**src/rtl/osd_stm_pkg.sv**
```systemverilog
// Shared types and constants for the multi-channel software trace module.
package osd_stm_pkg;

    localparam logic [3:0]  STM_EVT_TYPE   = 4'h4;
    localparam logic [15:0] REG_CTRL       = 16'h0200;
    localparam logic [15:0] REG_CH_EN      = 16'h0201;
    localparam logic [15:0] REG_LOST_TOTAL = 16'h0202;
    localparam logic [15:0] REG_CHANNELS   = 16'h0203;

    typedef struct packed {
        logic        valid;
        logic        last;
        logic [15:0] data;
    } dii_flit;

    typedef enum logic [3:0] {
        ST_IDLE, ST_HDR0, ST_HDR1, ST_HDR2, ST_TSL, ST_TSH, ST_TID, ST_VAL, ST_LOST
    } pkt_state_e;

    function automatic logic [15:0] sat_add16(input logic [15:0] a, input logic [4:0] b);
        logic [16:0] s;
        s = {1'b0, a} + {12'b0, b};
        return s[16] ? 16'hFFFF : s[15:0];
    endfunction

endpackage

```
**src/rtl/osd_stm_packetizer.sv**
```systemverilog
// Turns the head FIFO event into a DII trace packet, one flit per accepted cycle.
module osd_stm_packetizer
    import osd_stm_pkg::*;
#(
    parameter int unsigned XLEN = 64
) (
    input  logic             clk,
    input  logic             rst,
    input  logic [9:0]       id,
    input  logic             fifo_empty,
    input  logic             fifo_more,
    input  logic [XLEN+68:0] entry,
    output logic             pop,
    output dii_flit          debug_out,
    input  logic             debug_out_ready
);
    localparam logic [3:0] LAST_WORD = 4'(XLEN / 16 - 1);

    typedef struct packed {
        logic            ovf;
        logic [15:0]     lost;
        logic [3:0]      channel;
        logic [XLEN-1:0] value;
        logic [15:0]     id;
        logic [31:0]     ts;
    } stm_event_t;

    stm_event_t ev;
    pkt_state_e state_q, state_d;
    logic [3:0] word_q, word_d;
    logic       accept;

    assign ev     = entry;
    assign accept = debug_out.valid & debug_out_ready;

    always_ff @(posedge clk or posedge rst) begin
        if (rst) begin
            state_q <= ST_IDLE;
            word_q  <= '0;
        end else begin
            state_q <= state_d;
            word_q  <= word_d;
        end
    end

    always_comb begin
        state_d = state_q;
        word_d  = word_q;
        case (state_q)
            ST_IDLE: if (!fifo_empty) state_d = ST_HDR0;
            ST_HDR0: if (accept) state_d = ST_HDR1;
            ST_HDR1: if (accept) state_d = ST_HDR2;
            ST_HDR2: if (accept) state_d = ST_TSL;
            ST_TSL:  if (accept) state_d = ST_TSH;
            ST_TSH:  if (accept) state_d = ST_TID;
            ST_TID: begin
                if (accept) begin
                    state_d = ST_VAL;
                    word_d  = '0;
                end
            end
            ST_VAL: begin
                if (accept) begin
                    if (word_q != LAST_WORD) word_d = word_q + 4'd1;
                    else if (ev.ovf)         state_d = ST_LOST;
                    else                     state_d = fifo_more ? ST_HDR0 : ST_IDLE;
                end
            end
            ST_LOST: if (accept) state_d = fifo_more ? ST_HDR0 : ST_IDLE;
            default: state_d = ST_IDLE;
        endcase
    end

    always_comb begin
        debug_out       = '0;
        debug_out.valid = (state_q != ST_IDLE);
        case (state_q)
            ST_HDR1: debug_out.data = {6'b0, id};
            ST_HDR2: debug_out.data = {STM_EVT_TYPE, ev.ovf, 7'b0, ev.channel};
            ST_TSL:  debug_out.data = ev.ts[15:0];
            ST_TSH:  debug_out.data = ev.ts[31:16];
            ST_TID:  debug_out.data = ev.id;
            ST_VAL: begin
                debug_out.data = ev.value[{word_q, 4'b0} +: 16];
                debug_out.last = (word_q == LAST_WORD) & !ev.ovf;
            end
            ST_LOST: begin
                debug_out.data = ev.lost;
                debug_out.last = 1'b1;
            end
            default: debug_out.data = '0;
        endcase
        pop = debug_out.valid & debug_out_ready & debug_out.last;
    end

endmodule

```
**src/rtl/osd_stm_mc.sv**
```systemverilog
// Multi-channel software trace: per-channel capture, round-robin into an event FIFO, packetised to DII.
module osd_stm_mc
    import osd_stm_pkg::*;
#(
    parameter int unsigned CHANNELS   = 4,
    parameter int unsigned XLEN       = 64,
    parameter int unsigned FIFO_DEPTH = 8
) (
    input  logic                       clk,
    input  logic                       rst,
    input  logic [9:0]                 id,
    input  logic                       stall,
    input  logic [CHANNELS-1:0]        trace_valid,
    input  logic [CHANNELS*16-1:0]     trace_id,
    input  logic [CHANNELS*XLEN-1:0]   trace_value,
    input  logic                       reg_request,
    input  logic                       reg_write,
    input  logic [15:0]                reg_addr,
    input  logic [15:0]                reg_wdata,
    output logic                       reg_ack,
    output logic                       reg_err,
    output logic [15:0]                reg_rdata,
    output dii_flit                    debug_out,
    input  logic                       debug_out_ready
);
    localparam int unsigned AW = $clog2(FIFO_DEPTH);
    localparam int unsigned CW = (CHANNELS > 1) ? $clog2(CHANNELS) : 1;

    typedef struct packed {
        logic            ovf;
        logic [15:0]     lost;
        logic [3:0]      channel;
        logic [XLEN-1:0] value;
        logic [15:0]     id;
        logic [31:0]     ts;
    } stm_event_t;

    typedef struct packed {
        logic [XLEN-1:0] value;
        logic [15:0]     id;
        logic [31:0]     ts;
    } hold_t;

    logic [31:0]         ts_q, ts_d;
    logic                ctrl_en_q, ctrl_en_d;
    logic [CHANNELS-1:0] ch_en_q, ch_en_d, hold_v_q, hold_v_d, drain;
    hold_t               hold_q [CHANNELS];
    hold_t               hold_d [CHANNELS];
    logic [15:0]         pend_lost_q, pend_lost_d, lost_total_q, lost_total_d;
    logic [CW-1:0]       last_grant_q, last_grant_d, grant_idx, idx;
    logic [AW:0]         wr_ptr_q, wr_ptr_d, rd_ptr_q, rd_ptr_d, count;
    stm_event_t          mem_q [FIFO_DEPTH];
    stm_event_t          wr_entry;
    logic                grant_v, fifo_wr, fifo_full, fifo_empty, pop, lost_clr;
    logic [4:0]          n_lost;

    always_ff @(posedge clk or posedge rst) begin
        if (rst) begin
            ts_q         <= '0;
            ctrl_en_q    <= 1'b0;
            ch_en_q      <= '1;
            hold_v_q     <= '0;
            pend_lost_q  <= '0;
            lost_total_q <= '0;
            last_grant_q <= CW'(CHANNELS - 1);
            wr_ptr_q     <= '0;
            rd_ptr_q     <= '0;
        end else begin
            ts_q         <= ts_d;
            ctrl_en_q    <= ctrl_en_d;
            ch_en_q      <= ch_en_d;
            hold_v_q     <= hold_v_d;
            pend_lost_q  <= pend_lost_d;
            lost_total_q <= lost_total_d;
            last_grant_q <= last_grant_d;
            wr_ptr_q     <= wr_ptr_d;
            rd_ptr_q     <= rd_ptr_d;
        end
    end

    // Payload storage needs no reset: occupancy is tracked by hold_v_q and the FIFO pointers.
    always_ff @(posedge clk) begin
        hold_q <= hold_d;
        if (fifo_wr) mem_q[wr_ptr_q[AW-1:0]] <= wr_entry;
    end

    assign count      = wr_ptr_q - rd_ptr_q;
    assign fifo_full  = (count == (AW+1)'(FIFO_DEPTH));
    assign fifo_empty = (count == '0);

    always_comb begin
        grant_v   = 1'b0;
        grant_idx = '0;
        idx       = '0;
        for (int unsigned i = 0; i < CHANNELS; i++) begin
            idx = CW'((int'(last_grant_q) + 1 + int'(i)) % int'(CHANNELS));
            if (!grant_v && hold_v_q[idx]) begin
                grant_v   = 1'b1;
                grant_idx = idx;
            end
        end
        fifo_wr      = grant_v & !fifo_full;
        drain        = fifo_wr ? (CHANNELS'(1) << grant_idx) : '0;
        last_grant_d = fifo_wr ? grant_idx : last_grant_q;
        wr_entry     = '{ovf: (pend_lost_q != '0), lost: pend_lost_q, channel: 4'(grant_idx),
                         value: hold_q[grant_idx].value, id: hold_q[grant_idx].id,
                         ts: hold_q[grant_idx].ts};
        wr_ptr_d     = wr_ptr_q + (AW+1)'(fifo_wr);
        rd_ptr_d     = rd_ptr_q + (AW+1)'(pop);
    end

    // A full holding register accepts a new event only if it drains in the same cycle.
    always_comb begin
        ts_d     = ts_q + 32'd1;
        hold_v_d = hold_v_q & ~drain;
        hold_d   = hold_q;
        n_lost   = '0;
        for (int unsigned c = 0; c < CHANNELS; c++) begin
            if (trace_valid[c] && ctrl_en_q && ch_en_q[c] && !stall) begin
                if (hold_v_q[c] && !drain[c]) begin
                    n_lost = n_lost + 5'd1;
                end else begin
                    hold_v_d[c] = 1'b1;
                    hold_d[c]   = '{value: trace_value[c*XLEN +: XLEN], id: trace_id[c*16 +: 16], ts: ts_q};
                end
            end
        end
        pend_lost_d  = fifo_wr ? {11'b0, n_lost} : sat_add16(pend_lost_q, n_lost);
        lost_total_d = lost_clr ? '0 : sat_add16(lost_total_q, n_lost);
    end

    always_comb begin
        reg_ack   = 1'b0;
        reg_err   = 1'b0;
        reg_rdata = '0;
        ctrl_en_d = ctrl_en_q;
        ch_en_d   = ch_en_q;
        lost_clr  = 1'b0;
        if (reg_request) begin
            case (reg_addr)
                REG_CTRL: begin
                    reg_ack = 1'b1;
                    if (reg_write) ctrl_en_d = reg_wdata[0];
                    else           reg_rdata = {15'b0, ctrl_en_q};
                end
                REG_CH_EN: begin
                    reg_ack = 1'b1;
                    if (reg_write) ch_en_d   = reg_wdata[CHANNELS-1:0];
                    else           reg_rdata = 16'(ch_en_q);
                end
                REG_LOST_TOTAL: begin
                    reg_ack = 1'b1;
                    if (reg_write) lost_clr  = 1'b1;
                    else           reg_rdata = lost_total_q;
                end
                REG_CHANNELS: begin
                    if (reg_write) begin
                        reg_err = 1'b1;
                    end else begin
                        reg_ack   = 1'b1;
                        reg_rdata = 16'(CHANNELS);
                    end
                end
                default: reg_err = 1'b1;
            endcase
        end
    end

    osd_stm_packetizer #(
        .XLEN(XLEN)
    ) u_packetizer (
        .clk             (clk),
        .rst             (rst),
        .id              (id),
        .fifo_empty      (fifo_empty),
        .fifo_more       ((count > (AW+1)'(1)) | fifo_wr),
        .entry           (mem_q[rd_ptr_q[AW-1:0]]),
        .pop             (pop),
        .debug_out       (debug_out),
        .debug_out_ready (debug_out_ready)
    );

endmodule

```
**config.mk**
```make
export PLATFORM = sky130hd
export DESIGN_NAME = osd_stm_mc
export DESIGN_NICKNAME = d
export VERILOG_FILES = /design/src/rtl/osd_stm_pkg.sv /design/src/rtl/osd_stm_packetizer.sv /design/src/rtl/osd_stm_mc.sv
export SDC_FILE = /design/constraint.sdc
export NUM_CORES = 1
export LEC_CHECK = 0
export CAP_MARGIN = 20
export CORE_ASPECT_RATIO = 0.9
export CORE_MARGIN = 1.5
export CORE_UTILIZATION = 40
export DETAILED_ROUTE_END_ITERATION = 12
export PLACE_DENSITY = 0.6
export SLEW_MARGIN = 10
export SYNTH_ARGS = -nofsm -noshare
export SYNTH_HDL_FRONTEND = slang
export SYNTH_SLANG_ARGS = --single-unit
```
**constraint.sdc**
```tcl
create_clock -name clk -period 20.8 [get_ports clk]
set_input_delay 4.16 -clock clk [delete_from_list [all_inputs] [get_ports clk]]
set_output_delay 4.16 -clock clk [all_outputs]
set_load 0.1 [all_outputs]
```
==> flow_summary_export.csv <==
group,metric,value,unit
detailed_routing,vias,32250,
synth,ys_seq_area_share,76.16,%
global_routing,grt_max_degree,120,
cts,cts_setup_buffers,0,
cts,cts_hold_buf,0,
die,start_util,40.43,%
setup_path,crit_required,16.64,ns
synth,synthCells,3359,
cts,cts-resized-gates,0,
sta,max_freq,85.78,MHz
detailed_routing,first_iter_violations,2840,
synth,synth-seq-cells,1587,
sta,post-route-period-util,56.05,%
sta,whs,0.5011,ns
synth,syn_area,61980,um^2
sta,clock_skew,0.03265,ns
global_routing,gr-total-overflow,0,
detailed_routing,routed_via_density,5.373,
final_layout,num-fill-cells,12740,
synth,synth_area_per_cell,18.45,um^2
synth,ys.flop_type,"edfxtp_1",
sta,setup_viol,0,
detailed_routing,ant_nets,0,
sta,rsz0062_at_grt,"false",
place,placed_cells,5710,
place,gp_congestion,0.7850,
setup_path,path_class,"reg2out",
synth,ys_warn_count,0,
global_routing,grt_pass1_wl,217500,um
pwr,p_leak,0.02392,uW
final_layout,drive_above_1_share,14.91,%
pwr,power_density,103.8,nW/um^2
die,die_area,157300,um^2
cts,clock_tree.buffer_depth,3,
sta,hold_violations,0,
detailed_routing,wl,147800,um
synth,synthArstFlopShare,5.734,%
global_routing,antenna_found_initial,5,
die,ios,408,
cts,cts_buffers,163,
run,max-cap-violations,0,
final_layout,design_area,73420,um^2
setup_path,critPathLaunchType,"register",
final_layout,final_cell_count_no_fill,6003,
final_layout,nets,4201,
cts,clk_latency,0.78,ns
cts,clockRootBuffer,"clkbuf_16",
detailed_routing,wire_per_inst,24.61,um
sta,finalCriticalPeriod,11.66,ns
sta,final.setup.tns,0,ns
outcome,outcome,"finished clean",
final_layout,utilization,47.89,%
final_layout,area_growth,18.45,%
sta,worst_slew_pin_slew,1.217,ns
detailed_routing,first_pass_iters,5,
global_routing,grt_util_all_layers,18.75,%
die,die_w,417.9,um
die,num_rows,136,
synth,syn_nets,3754,
min_path,hp-class,"reg2reg",
cts,cts.clk_slew.worst_paths,0.06,ns
synth,yosysUniqueCellTypes,64,
pwr,worst_ir_drop_vdd,103.0,uV
place,io_buffers,395,
global_routing,grt_pass1_vias,32570,
cts,cts_tree,"built",
sta,slew_headroom,18.52,%
sta,maxSlewViolCount,0,
setup_path,endpoint_kind,"output port",
place,dp_hpwl,84900,um
cts,clkSinkCount,1587,
place,placed_cell_area,68380,um^2
synth,synth_edf_count,1496,
cts,h-tree-depth,4,
setup_path,critPathArrivalTime,7.50,ns
die,die_y,376.4,um
setup_path,crit_fanout,47,
detailed_routing,drcViolationCount,0,
die,design.core.area,153300,um^2
## worst max-delay path, cell delays in order (launching register included)
cell,delay [ns]
dfrtp_4,0.82
buf_4,0.52
buf_4,0.74
buf_4,0.73
buf_4,0.83
mux4_2,0.61
mux4_2,0.59
a311oi_1,0.46
nand3_1,0.23
clkdlybuf4s50_1,1.03
## synthesized netlist by cell type, drive strengths merged, types with 46 or more instances
library cell,n,area [um^2]
edfxtp,1496,44920
and2,127,794.5
a31oi,119,744.5
nor2,50,187.7
buf,95,571.8
a211oi,117,878.3
clkbuf,84,315.3
nand3,46,230.2
a21oi,88,440.4
mux2i,98,980.9
dfrtp,85,2127
mux4,251,5653
nand2,310,1164
## stage by stage
step,setup WS [ns],power (uW)
global route,8.643,7878
global placement,9.399,4933
detailed placement,9.371,4938
CTS,8.879,7723
finish,9.142,7622
floorplan,3.693,4495
## layer usage
| metal | routed length (um) | share of wire [%] | track usage [%] | up-vias |
|---|---|---|---|---|
| met4 | 3548 | 2.4 | 5.297 | 0 |
| met2 | 70330 | 48 | 29.73 | 880 |
| met3 | 7473 | 5.1 | 2.932 | 216 |
| met5 | 0 | 0 | 0 | - |
| met1 | 66410 | 45 | 26.90 | 16810 |
| li1 | - | - | - | 14350 |
## final cells by class
type | count | area (um^2) | share of cell area [%]
Antenna cell | 2 | 5.005 | 0.006817
Timing Repair Buffer | 461 | 4537 | 6.179
Inverter | 33 | 136.4 | 0.1858
Sequential cell | 1587 | 47220 | 64.31
Multi-Input combinational cell | 1560 | 13910 | 18.95
Clock buffer | 217 | 4375 | 5.960
Clock inverter | 73 | 645.6 | 0.8794
Tap cell | 2070 | 2590 | 3.528
## state kept, by name, summed over array words and instances (netlist names), 2 cells and up
signal / cells
hold_v_q: 4
last_grant_q: 2
hold_q: 448
rd_ptr_q: 4
u_packetizer.state_q: 4
ts_q: 32
ch_en_q: 4
lost_total_q: 16
pend_lost_q: 16
u_packetizer.word_q: 4
wr_ptr_q: 4
mem_q: 1048
## report_power, final
| part | leakage (uW) | total (uW) | switching [uW] | internal, uW |
|---|---|---|---|---|
| combinational | 0.00639 | 1350 | 830 | 521 |
| clock | 0.00244 | 2780 | 1210 | 1570 |
| sequential | 0.0151 | 3490 | 32.0 | 3460 |
| total | 0.0239 | 7620 | 2070 | 5550 |
## cells in the final DEF (no fill, tap or decap), types with 46 or more instances in the layout
master           synthesis  routed
a31oi_1                119     119
a211oi_1               117     117
clkbuf_16                0     166
a21oi_1                 88      87
nand2_1                310     310
and2_1                 126     126
nand3_1                 46      46
dfrtp_1                 85      82
nor2_1                  50      48
mux2i_1                 98      98
mux4_2                 251     251
clkdlybuf4s50_1          0     395
buf_4                   13      59
edfxtp_1              1496    1496
clkbuf_1                84      48
## cells by family (layout without fill, tap and decap cells)
| kind of cell | count (synthesis) | after routing | share of synthesized area, % |
|---|---|---|---|
| fa+ha+maj | 23 | 23 | 0.5006 |
| simple gates | 664 | 664 | 5.186 |
| flops | 1587 | 1587 | 76.16 |
| other cells | 0 | 2 | 0 |
| xor+xnor | 61 | 61 | 0.8862 |
| mux | 361 | 361 | 10.92 |
| compound gates | 451 | 451 | 4.712 |
| buf+inv | 212 | 784 | 1.631 |
## path summary, 6_finish.rpt
kind                       cells after the start              end  slack, ns   startpoint
setup / recovery                               9     debug_out[1]       9.14  rd_ptr_q[0]
setup reg to reg                              23  pend_lost_q[15]      14.04  rd_ptr_q[0]
min in group asynchronous                      2        ctrl_en_q       4.00          rst
hold / removal                                 1      wr_ptr_q[3]       0.50  wr_ptr_q[3]
max in group asynchronous                      3      rd_ptr_q[1]      15.50          rst
hold reg to reg                                1      wr_ptr_q[3]       0.50  wr_ptr_q[3]
No activity file was read; power rests on OpenSTA's default activity.
